`src/rtl/fetch.sv`:
```
// fetch: rv32 instruction fetch stage with PC generation, OUT/SKID buffering and redirect/bubble flushing.
// Optional macro FETCH_ALIGN_CHECK_EN: misaligned redirects raise fault and park fetch in WAIT.
`default_nettype none

module fetch #(
    parameter logic [31:0] RESET_ADDR = 32'h0000_0000
) (
    input  logic        clk,
    input  logic        reset,
    input  logic        stall,
    input  logic        bubble,
    input  logic        redirect_valid,
    input  logic [31:0] redirect_addr,
    output logic        imem_en,
    output logic [31:0] imem_addr,
    input  logic [31:0] imem_rdata,
    output logic        decode_tvalid,
    input  logic        decode_tready,
    output logic [31:0] decode_pc,
    output logic [31:0] decode_ir,
    output logic        fault
);

    localparam logic [0:0] S_RUN  = 1'b0;
    localparam logic [0:0] S_WAIT = 1'b1;

    logic [0:0]  state_q, state_d;
    logic [31:0] pc_q, pc_d;
    logic        out_valid_q, out_valid_d;
    logic [31:0] out_pc_q, out_pc_d, out_ir_q, out_ir_d;
    logic        skid_valid_q, skid_valid_d;
    logic [31:0] skid_pc_q, skid_pc_d, skid_ir_q, skid_ir_d;
    logic        pend_q, pend_d;
    logic [31:0] pend_pc_q, pend_pc_d;
    logic        fault_q, fault_d;

    logic        accept, flush, kill, ret, out_held, misalign, issue;
    logic [31:0] target;

`ifdef FETCH_ALIGN_CHECK_EN
    assign misalign = redirect_valid & (redirect_addr[1:0] != 2'b00);
    assign target   = redirect_addr;
`else
    assign misalign = 1'b0;
    assign target   = redirect_addr & 32'hFFFF_FFFC;
`endif

    assign accept   = out_valid_q & decode_tready & ~stall;
    assign out_held = out_valid_q & ~accept;
    assign flush    = bubble | redirect_valid;
    // A read returning in a flush cycle belongs to the abandoned path and is dropped.
    assign kill     = pend_q & flush;
    assign ret      = pend_q & ~kill;

    always_ff @(posedge clk) begin
        if (reset) begin
            state_q      <= S_RUN;
            pc_q         <= RESET_ADDR;
            out_valid_q  <= 1'b0;
            out_pc_q     <= 32'h0;
            out_ir_q     <= 32'h0;
            skid_valid_q <= 1'b0;
            skid_pc_q    <= 32'h0;
            skid_ir_q    <= 32'h0;
            pend_q       <= 1'b0;
            pend_pc_q    <= 32'h0;
            fault_q      <= 1'b0;
        end else begin
            state_q      <= state_d;
            pc_q         <= pc_d;
            out_valid_q  <= out_valid_d;
            out_pc_q     <= out_pc_d;
            out_ir_q     <= out_ir_d;
            skid_valid_q <= skid_valid_d;
            skid_pc_q    <= skid_pc_d;
            skid_ir_q    <= skid_ir_d;
            pend_q       <= pend_d;
            pend_pc_q    <= pend_pc_d;
            fault_q      <= fault_d;
        end
    end

    always_comb begin
        state_d = state_q;
        if (redirect_valid) begin
            state_d = misalign ? S_WAIT : S_RUN;
        end else if (bubble) begin
            state_d = S_WAIT;
        end
    end

    // Issue only when SKID is guaranteed to have room for the returning word.
    always_comb begin
        issue = (state_q == S_RUN) & ~reset & ~stall & ~bubble & ~redirect_valid
              & ~skid_valid_q & ~(pend_q & out_held);
    end

    assign imem_en       = issue;
    assign imem_addr     = pc_q;
    assign decode_tvalid = out_valid_q;
    assign decode_pc     = out_pc_q;
    assign decode_ir     = out_ir_q;
    assign fault         = fault_q;

    always_comb begin
        pc_d      = pc_q;
        pend_d    = issue;
        pend_pc_d = pend_pc_q;
        fault_d   = misalign;
        if (redirect_valid & ~misalign) begin
            pc_d = target;
        end else if (issue) begin
            pc_d = pc_q + 32'd4;
        end
        if (issue) begin
            pend_pc_d = pc_q;
        end
    end

    always_comb begin
        out_valid_d  = out_valid_q;
        out_pc_d     = out_pc_q;
        out_ir_d     = out_ir_q;
        skid_valid_d = skid_valid_q;
        skid_pc_d    = skid_pc_q;
        skid_ir_d    = skid_ir_q;
        if (flush) begin
            out_valid_d  = 1'b0;
            skid_valid_d = 1'b0;
        end else if (accept & skid_valid_q) begin
            out_valid_d  = 1'b1;
            out_pc_d     = skid_pc_q;
            out_ir_d     = skid_ir_q;
            skid_valid_d = ret;
            skid_pc_d    = pend_pc_q;
            skid_ir_d    = imem_rdata;
        end else if (accept | ~out_valid_q) begin
            out_valid_d = ret;
            out_pc_d    = pend_pc_q;
            out_ir_d    = imem_rdata;
        end else if (ret) begin
            skid_valid_d = 1'b1;
            skid_pc_d    = pend_pc_q;
            skid_ir_d    = imem_rdata;
        end
    end

endmodule

`default_nettype wire

```
`config.mk`:
```
export PLATFORM = sky130hd
export DESIGN_NAME = fetch
export DESIGN_NICKNAME = d
export VERILOG_FILES = /design/src/rtl/fetch.sv
export SDC_FILE = /design/constraint.sdc
export NUM_CORES = 1
export LEC_CHECK = 0
export CAP_MARGIN = 20
export CORE_UTILIZATION = 55
export DETAILED_ROUTE_END_ITERATION = 10
export GPL_ROUTABILITY_DRIVEN = 0
export PLACE_DENSITY = 0.86
export SLEW_MARGIN = 40
export SYNTH_ARGS = -nofsm -noshare
export SYNTH_HDL_FRONTEND = slang
export SYNTH_SLANG_ARGS = --single-unit
```
`constraint.sdc`:
```
create_clock -name clk -period 4.6 [get_ports clk]
set_input_delay 0.46 -clock clk [delete_from_list [all_inputs] [get_ports clk]]
set_output_delay 0.46 -clock clk [all_outputs]
set_load 0.1 [all_outputs]
```
# After elaboration in Yosys (flattened, before gate mapping)
# Cells that the tools add are included.
# classes
add_sub_neg	1
n_eq_ne	1
mux	17
bitwise_logic	26
n_reduce_logical	8
# ops
operator	count
32-bit two-way mux	12
32-bit by 3-bit adder with 32-bit output (second input constant)	1
1-bit AND	13
1-bit NOT	11
2-bit nonzero test	3
1-bit two-way mux	5
2-bit AND reduction	2
2-bit OR reduction	2
3-bit AND reduction	1
2-bit inequality test (second input constant)	1
1-bit bitwise OR	2
# totals
ff_bits	196
inputBits	70
out_inout_bits	99
elab_cells	64

# Longest topological paths before layout
# depth
depth_word	9
mapped_depth	8
depth_no_buf	6

# Worst setup path after synthesis
# OpenSTA, ideal clock, no wires.
# synth_path
path_type	register -> register
from	reg pc_q[2] (netlist: imem_addr[2])
to	reg pc_q[22] (netlist: imem_addr[22])
setup_time_ps	166
arrival_ps	2926
t_required_ps	4434
slack_ps	1508
path_stages_with_launch	8
n_path_buf	1
period_less_slack_ps	3092
path_cell_list	dfxtp_1 -> ha_1 -> nand4_4 -> or4_1 -> buf_2 -> or3_1 -> o311ai_1 -> o311ai_1
# synth_between
elab_chain_len	3
# synth_lines
item	line_no	source
start, declared	28	logic [31:0] pc_q, pc_d;
start signal, assigned	70	pc_q <= pc_d;
32-bit by 3-bit adder with 32-bit output	113	pc_d = pc_q + 32'd4;
32-bit two-way mux	112	end else if (issue) begin
32-bit two-way mux	110	if (redirect_valid & ~misalign) begin
# Every way passes these cells. The select of a mux whose other input is x is not followed.
# A chain may end at the register's enable or synchronous reset.

# Final worst setup path
# layout_path
from	in redirect_valid
to	out imem_en
# layout_between
elab_chain_len	4
# layout_lines
item	line_no	source
start, declared	12	input logic redirect_valid,
1-bit NOT	94	issue = (state_q == S_RUN) & ~reset & ~stall & ~bubble & ~redirect_valid
1-bit AND	94	
1-bit AND (2 in a row)	95	& ~skid_valid_q & ~(pend_q & out_held);
end, declared	14	output logic imem_en,
# Every way passes these cells.

==> impl_metrics.py <==
metrics = {
    "outcome": {
        "status": "finished, final reports clean",
    },
    "synthesis": {
        "async_flop_share": 0,
        "synth_common_cells": "nand2_1 (211), dfxtp_1 (188), a21oi_1 (117), nor2_1 (81), a211oi_1 (65)",
        "synth-edff-count": 0,
        "synth_seq_cells": 188,
        "ys_seq_area_frac": 0.482,
        "yosysTopAreaCellShare": 0.482,
        "synth_most_common_cell": "nand2_1",
        "synthFlopType": "dfxtp_1",
        "syn-instance-count": 939,
        "synth_warnings": 0,
        "synth_area_mm2": 0.00780,
        "synth_cell_types": 53,
        "syn_avg_cell_area_um2": 8.31,
        "synth_area_leaders": "dfxtp_1 (48%), nand2_1 (10%), mux2i_1 (8.1%)",
        "synth_top_cell_by_area": "dfxtp_1",
    },
    "timing": {
        "rsz0062_at_grt": "false",
        "finalCritPeriodShare": 0.643,
        "setup_viol": 0,
        "final_hold_viol_count": 0,
        "fmax_mhz": 338,
        "skew_ns": 0.00792,
        "min_period_ns": 2.96,
        "worstMarginPinSlew_ns": 0.852,
        "tns_ns": 0,
        "fin_hold_ws_ns": 0.454,
        "slew_headroom": 0.432,
        "maxSlewViolCount": 0,
    },
    "grt": {
        "grt_pass1_wl_mm": 31.9,
        "busiest_layer": "met2",
        "grt_pass1_vias": 6579,
        "grt_antenna_before_repair": 0,
        "grt_usage": 0.276,
        "grt_overflow": 0,
        "grt_max_degree": 107,
        "grt_use_met1": 0.333,
        "met2_usage": 0.464,
        "use_met3": 0.0630,
    },
    "routing": {
        "drc": 0,
        "dr.pass1.iters": 6,
        "dr_total_vias": 7083,
        "viasPerCell": 5.68,
        "drt_iter0_markers": 525,
        "wl_per_cell_um": 15.8,
        "postRouteAntennaNets": 0,
        "wl_mm": 19.7,
    },
    "power": {
        "power_leakage_nw": 3.89,
        "p_per_area_mw_per_mm2": 401,
        "vdd_drop_max_v": 0.000224,
    },
    "worst_setup_path": {
        "crit_type": "in2out",
        "ff2ff_setup_slack_ns": 1.89,
        "rr_endpoint": "imem_addr[5]",
        "worstSetupStartpoint": "redirect_valid",
        "start_kind": "input port",
        "setup.worst_path.end": "imem_en",
        "r2r_cells": 6,
        "critPathRequiredTime_ns": 4.14,
        "crit_fanout": 45,
        "critPathCaptureType": "output port",
        "arrival_ns": 2.50,
        "rr_startpoint": "decode_tvalid",
    },
    "floorplan": {
        "num_rows": 43,
        "initial_core_util": 0.562,
        "die_area_mm2": 0.0147,
        "ios": 169,
        "die_x_um": 121,
        "die_y_um": 121,
        "core-area_mm2": 0.0139,
    },
    "finish": {
        "regArea_mm2": 0.00376,
        "nFillCells": 1186,
        "diodes": 0,
        "layout-drive-gt1-share": 0.140,
        "area_growth_pct": 22.9,
        "final_nets": 1125,
        "finalNonFillerCells": 1247,
        "multiInputGateArea_mm2": 0.00376,
    },
    "job": {
        "max_cap_viol_count": 0,
    },
    "place": {
        "dp.cells": 1215,
        "dpl.hpwl_mm": 12.5,
        "io_buffers": 161,
    },
    "clock_network": {
        "path_clk_slew_ns": 0.07,
        "insertion_delay_ns": 0.43,
        "cts_resized": 0,
        "hold_buffers": 0,
        "h-tree-depth": 4,
        "cts_buffer_depth": 2,
        "cts_setup_buffers": 0,
        "cts_sinks": 188,
        "cts_tree": "yes",
        "cts_made_buffers": 17,
        "cts_root_buf": "clkbuf_16",
    },
    "hold_path": {
        "hp-class": "reg2reg",
    },
}
## worst min-delay path by stage
stage                              from            end  slack, ns  cells past startpoint
after detailed placement  skid_pc_q[30]  skid_pc_q[30]       0.45                      2
after floorplan            skid_ir_q[0]   skid_ir_q[0]       0.44                      2
final                     skid_ir_q[25]  skid_ir_q[25]       0.45                      2
after global routing      skid_ir_q[16]  skid_ir_q[16]       0.47                      2
after CTS                 skid_pc_q[30]  skid_pc_q[30]       0.45                      2
after global placement    skid_pc_q[15]  skid_pc_q[15]       0.44                      2
## stage by stage
step | power (mW) | worst slack (ns) | cell area (um^2) | utilization
2_1_floorplan | 2.26 | 1.51 | 7820 | -
3_3_place_gp | 2.46 | 1.56 | 9440 | 0.680
3_5_place_dp | 2.42 | 1.49 | 8990 | 0.647
4_1_cts | 3.86 | 1.64 | 9580 | 0.690
5_1_grt | 3.96 | 1.50 | 9590 | 0.691
6_report | 3.84 | 1.64 | 9590 | 0.691
## final cells by class
class / count / area share
clock buffers: 19 / 0.0472
clock inverters: 13 / 0.0145
inverters: 7 / 0.00287
multi-input cells: 671 / 0.392
flip-flops and latches: 188 / 0.393
well taps: 180 / 0.0235
repair buffers: 169 / 0.127
## cells in the final DEF, fill, tap and decap left out, drive strengths merged, types with 9 or more instances in the layout
cell type / instances
nand2: 211
dfxtp: 188
a21oi: 117
buf: 103
nor2: 81
clkdlybuf4s50: 66
a211oi: 66
mux2i: 63
nand3: 19
clkbuf: 19
nor3: 12
nand4: 11
nor4: 10
inv: 9
## registers in the layout (all words and copies together), names as in the netlist
register       cells
decode_ir         32
skid_ir_q         32
decode_pc         30
imem_addr         30
pend_pc_q         30
skid_pc_q         30
decode_tvalid      1
pend_q             1
skid_valid_q       1
state_q            1
## cell families after synthesis
kind of cell | after synthesis | synth area share
AO/OA/AOI/OAI | 223 | 0.177
XOR/XNOR | 5 | 0.00561
adder cells (fa/ha/maj) | 1 | 0.00160
buffers and inverters | 84 | 0.0433
flip-flops | 188 | 0.482
multiplexers | 67 | 0.0866
other | 1 | 0.000481
AND/OR/NAND/NOR | 370 | 0.203
## routing by layer
| metal | part of all wire | vias to the layer above |
|---|---|---|
| li1 | - | 3515 |
| met1 | 0.42 | 3285 |
| met2 | 0.49 | 239 |
| met3 | 0.059 | 44 |
| met4 | 0.029 | 0 |
| met5 | 0 | - |
## critical path: stages
cell and delay (ns):
clkdlybuf4s50_1 0.45, buf_4 0.35, nor3_1 0.15, nand3_2 0.13, clkinv_2 0.53, buf_12 0.40
## power breakdown
group	leakage [nW]	total, mW	internal [mW]	switching (mW)
Clock	0.290	1.46	0.832	0.629
Combinational	2.07	0.650	0.138	0.511
Sequential	1.53	1.73	1.68	0.0510
Total	3.89	3.84	2.65	1.19
Power figures use the tool's default switching activity.
